File: src/rtl/pulse_generator.sv
// pulse_generator: periodic rectangular pulse with programmable period P and high time H (cycles).
// Optional burst mode (burst_len, done) is compiled in when PULSE_GEN_BURST_EN is defined.
module pulse_generator #(
  parameter int W = 32
) (
  input  logic         clock,
  input  logic         reset,
  input  logic         enable,
  input  logic [W-1:0] period_in,
  input  logic [W-1:0] high_in,
  input  logic         load,
  output logic         load_ack,
`ifdef PULSE_GEN_BURST_EN
  input  logic [W-1:0] burst_len,
  output logic         done,
`endif
  output logic         d_out,
  output logic         period_start,
  output logic         busy,
  output logic         cfg_err
);

  // state | meaning
  // IDLE  | stopped; active config follows pending every cycle
  // HIGH  | d_out high, cnt in [0, Hc-1]
  // LOW   | d_out low, cnt in [Hc, P-1]; the period wraps from here
  typedef enum logic [1:0] {
    IDLE = 2'd0,
    HIGH = 2'd1,
    LOW  = 2'd2
  } state_t;

  localparam logic [W-1:0] one_w = W'(1);
  localparam logic [W-1:0] two_w = W'(2);

  state_t       state, state_nxt;
  logic [W-1:0] cnt, cnt_nxt;
  logic [W-1:0] act_p, act_h, pend_p, pend_h;
  logic [W-1:0] act_hc, pend_hc;
  logic         copy_cfg, set_err, wrap, finish, hold;

  // Hc = min(H, P-1) guarantees a falling edge inside every period.
  function automatic logic [W-1:0] clip_high(input logic [W-1:0] h, input logic [W-1:0] p);
    logic [W-1:0] r;
    r = h;
    if (p == '0) r = '0;
    else if (h > p - one_w) r = p - one_w;
    return r;
  endfunction

  assign act_hc  = clip_high(act_h, act_p);
  assign pend_hc = clip_high(pend_h, pend_p);
  assign wrap    = (state == LOW) && (cnt == act_p - one_w);

`ifdef PULSE_GEN_BURST_EN
  logic [W-1:0] burst_rem;
  logic         hold_q;

  assign hold   = hold_q;
  assign finish = wrap && (burst_rem == one_w);
`else
  assign hold   = 1'b0;
  assign finish = 1'b0;
`endif

  always_comb begin
    state_nxt = state;
    cnt_nxt   = cnt;
    copy_cfg  = 1'b0;
    set_err   = 1'b0;
    case (state)
      IDLE: begin
        copy_cfg = 1'b1;
        cnt_nxt  = '0;
        if (enable && !hold) begin
          if (pend_p < two_w) set_err = 1'b1;
          else state_nxt = (pend_hc != '0) ? HIGH : LOW;
        end
      end
      HIGH: begin
        cnt_nxt = cnt + one_w;
        if (cnt == act_hc - one_w) state_nxt = LOW;
      end
      LOW: begin
        if (wrap) begin
          // Pending config becomes active only on a period boundary.
          copy_cfg = 1'b1;
          cnt_nxt  = '0;
          if (finish || !enable) begin
            state_nxt = IDLE;
          end else if (pend_p < two_w) begin
            set_err   = 1'b1;
            state_nxt = IDLE;
          end else begin
            state_nxt = (pend_hc != '0) ? HIGH : LOW;
          end
        end else begin
          cnt_nxt = cnt + one_w;
        end
      end
      default: begin
        state_nxt = IDLE;
        cnt_nxt   = '0;
      end
    endcase
  end

  always_ff @(posedge clock) begin
    if (!reset) begin
      state        <= IDLE;
      cnt          <= '0;
      act_p        <= '0;
      act_h        <= '0;
      pend_p       <= '0;
      pend_h       <= '0;
      load_ack     <= 1'b0;
      d_out        <= 1'b0;
      period_start <= 1'b0;
      busy         <= 1'b0;
      cfg_err      <= 1'b0;
    end else begin
      state <= state_nxt;
      cnt   <= cnt_nxt;
      if (copy_cfg) begin
        act_p <= pend_p;
        act_h <= pend_h;
      end
      if (load) begin
        pend_p <= period_in;
        pend_h <= high_in;
      end
      load_ack     <= load;
      d_out        <= (state_nxt == HIGH);
      period_start <= (state_nxt == HIGH) && (state != HIGH);
      busy         <= (state_nxt != IDLE);
      // A valid load clears the error even if the old config trips it this cycle.
      if (load && (period_in >= two_w)) cfg_err <= 1'b0;
      else if (set_err) cfg_err <= 1'b1;
    end
  end

`ifdef PULSE_GEN_BURST_EN
  always_ff @(posedge clock) begin
    if (!reset) begin
      burst_rem <= '0;
      hold_q    <= 1'b0;
      done      <= 1'b0;
    end else begin
      done <= finish;
      if ((state == IDLE) && (state_nxt != IDLE)) burst_rem <= burst_len;
      else if (wrap && (burst_rem != '0)) burst_rem <= burst_rem - one_w;
      // After a finished burst, enable must be seen low before another run.
      if (finish) hold_q <= 1'b1;
      else if (!enable) hold_q <= 1'b0;
    end
  end
`endif

endmodule

File: config.mk
export PLATFORM = sky130hd
export DESIGN_NAME = pulse_generator
export DESIGN_NICKNAME = d
export VERILOG_FILES = /design/src/rtl/pulse_generator.sv
export SDC_FILE = /design/constraint.sdc
export NUM_CORES = 1
export LEC_CHECK = 0
export ABC_AREA = 1
export CORE_MARGIN = 10
export CORE_UTILIZATION = 32
export DETAILED_ROUTE_END_ITERATION = 8
export GPL_TIMING_DRIVEN = 0
export PLACE_DENSITY_LB_ADDON = 0.25
export SETUP_SLACK_MARGIN = 0.02
export SLEW_MARGIN = 0
export SYNTH_ARGS = -nofsm -noshare
export SYNTH_HDL_FRONTEND = slang
export SYNTH_SLANG_ARGS = --single-unit
File: constraint.sdc
create_clock -name clock -period 4.35 [get_ports clock]
set_input_delay 0.6525 -clock clock [delete_from_list [all_inputs] [get_ports clock]]
set_output_delay 0.6525 -clock clock [all_outputs]
set_load 0.02 [all_outputs]
==> results.yml <==
synth:
  synthFlopType: "dfxtp_1"
  synth_cells: 1871
  syn-num-nets: 2011
  ys_top_cells_by_count: "nand2_1, inv_1, nor2_1, dfxtp_1, a21oi_1"
  yosysTopAreaCell: "dfxtp_1"
  yosys-top-cells-area: "dfxtp_1, nand2_1, xor2_1, ha_1, inv_1"
  yosysSeqAreaShare_pct: 27.1
  synth_seq_cells: 167
  synth.most_common_cell: "nand2_1"
  yosysWarnings: 0
  ys_types: 52
  avgSynthCellArea_sq_um: 6.58
  syn_area_sq_mm: 0.0123
  synth_edf_count: 0
  synth-async-reset-ratio_pct: 0
  yosysTopAreaCellShare_pct: 27.1
global_routing:
  antenna_found_initial: 0
  grt_first_pass_wirelength_um: 66400
  grt_usage_pct: 17.7
  grt_pass1_vias: 12481
  grt_max_degree: 19
  overflow: 0
routing:
  viasPerCell: 4.97
  routed_wl_um: 42000
  routedWlPerCell_um: 16.6
  dr.pass1.iters: 5
  drt_drc_violations_left: 0
  num_vias: 12584
  drt_iter0_markers: 791
  antenna_left: 0
floorplanning:
  die_w_um: 216
  die_y_um: 216
  dieArea_sq_mm: 0.0467
  coreArea_sq_mm: 0.0378
  core.rowCount: 71
  ioPinCount: 73
  start_util_pct: 32.5
hold_path:
  hp-start: "cnt[0]"
  min_path_cells: 1
  hold_end: "cnt[0]"
  hold_class: "register to register"
sta:
  setup_viol: 5
  min_period_over_period_pct: 106
  worstMarginPinSlew_ns: 0.956
  period_needed_ns: 4.59
  rsz0062_at_grt: "true"
  relSlewSlack_pct: 35.7
  slew_viol_final: 0
  fmax_mhz: 218
  finClkSkew_ns: 0.0140
  fin_setup_tns_ns: -0.955
  setup_ws_ns: -0.240
  hold_viol_final: 0
worst_setup_path:
  r2r-end: "period_start"
  critPathLaunchType: "register"
  cp-end-kind: "register"
  critPathRequiredTime_ns: 4.69
  reg2regPathDepth: 31
  crit_slowest_cell: "dfxtp_4"
  critPathMaxFanout: 5
  timing.rr.start: "act_p[5]"
  regToRegSetupSlack_ns: -0.24
  worstPathArrival_ns: 4.93
  cp_common_cell: "nand2_1"
  cp_num_buf_inv: 2
  crit_type: "register to register"
  cp_top_family: "simple AND/OR/NAND/NOR gates"
  critPathMaxStageDelay_ns: 0.37
layout:
  drive_gt1_share_pct: 16.7
  layout.nets: 2150
  n_antenna_cell: 0
  syn2layout_area_growth_pct: 26.2
  fill_cells: 3996
  final_cells: 2534
status:
  violations: "setup timing"
  status: "finished with violations"
placed_design:
  io_buffers: 71
  routabilityCongestion: 0.992
  dp_hpwl_um: 34200
  placed_cells: 2453
cts:
  cts_tree: "built"
  clock_latency_ns: 0.46
  cts-root-buf: "clkbuf_16"
  cts.sinks: 167
  clkTransAtPathRegs_ns: 0.08
  hold_buffers: 0
  clk_path_buf_depth: 2
  cts_buffers: 17
  cts_max_level: 4
power:
  ir_worst_vdd_mv: 0.276
  p_leak_nw: 6.66
  power.density_mw_per_mm2: 481
run:
  drv_cap: 0
registers in the layout, summed over array words and instances, names as in the netlist:
name and count:
act_h 32, act_p 32, cnt 32, pend_h 32, pend_p 32, state 2, busy 1, cfg_err 1
d_out 1, load_ack 1, period_start 1
layout make-up:
class / count / area, sq um / area share (%)
flip-flops and latches: 167 / 3380 / 21.7
clock inverters: 15 / 148 / 0.950
inverters: 245 / 922 / 5.93
multi-input cells: 1402 / 8640 / 55.6
clock buffers: 17 / 425 / 2.74
repair buffers: 119 / 1110 / 7.12
plain buffers: 58 / 284 / 1.83
well taps: 511 / 639 / 4.11
metrics by stage:
step                      worst slack [ns]  power [mW]  utilization (%)  cell area [sq um]  hold slack, ns
after CTS                           -0.314        7.23             40.0              15100           0.479
after global placement               -1.40        5.21             36.1              13700           0.463
after global routing                -0.476        8.05             41.1              15500           0.505
after detailed placement             -1.53        5.28             36.1              13700           0.461
final                               -0.240        7.48             41.1              15500           0.479
after floorplan                      0.139        4.38                -              12300           0.438
cell families after synthesis:
| logic type | count (synthesis) | synth area share, % |
|---|---|---|
| AOI/OAI and AO/OA | 315 | 13.4 |
| buffers and inverters | 303 | 9.48 |
| xor gates and xnor gates | 112 | 7.97 |
| adders and majority gates | 72 | 7.31 |
| and+or+nand+nor | 902 | 34.7 |
| DFF | 167 | 27.1 |
placed cells by master, fill, tap and decap left out, types with 8 or more instances in the layout:
master and instances:
clkdlybuf4s50_1 71, o21ai_0 140, xor2_2 10, nand2_2 40, ha_1 64, nor2_4 40
nand3_4 14, nand3_2 28, buf_4 46, nor4_1 16, nor3_1 34, inv_2 10
ha_4 8, nand4_1 51, nand3_1 98, nor2_2 40, xor2_1 93, a21oi_1 142
dfxtp_1 151, dfxtp_2 10, nand2_4 14, nor2_1 185, nand2_1 318, clkbuf_16 17
inv_1 232, clkbuf_1 43
worst max-delay path by stage:
stage | from | end | slack, ns | depth (start not counted)
6_report | act_p[5] | period_start | -0.24 | 31
5_1_grt | act_p[5] | period_start | -0.48 | 33
4_1_cts | act_p[0] | period_start | -0.31 | 34
3_5_place_dp | act_p[0] | period_start | -1.53 | 34
3_3_place_gp | act_p[0] | period_start | -1.40 | 34
2_1_floorplan | act_p[2] | period_start | 0.14 | 34
repair_timing:
| action | CTS | global route |
|---|---|---|
| buffers inserted | 34 | 14 |
| pin swaps | 67 | 55 |
| cloned | 1 | 0 |
| hold endpoints to repair | 0 | 0 |
| resized for setup | 160 | 74 |
| endpoints found under the setup margin | 35 | 5 |
report_power, final:
part	internal, mW	switching, mW
Sequential	1.67	0.150
Combinational	1.45	2.69
Clock	0.767	0.769
layer usage:
metal / part of all wire, % / vias to the layer above / track usage (%)
met5: 0 / - / 0
met4: 3.6 / 0 / 7.15
met3: 3.5 / 76 / 2.47
met2: 48 / 265 / 30.9
met1: 45 / 5843 / 21.5
li1: - / 6400 / -
(Power assumes the default switching activity.)
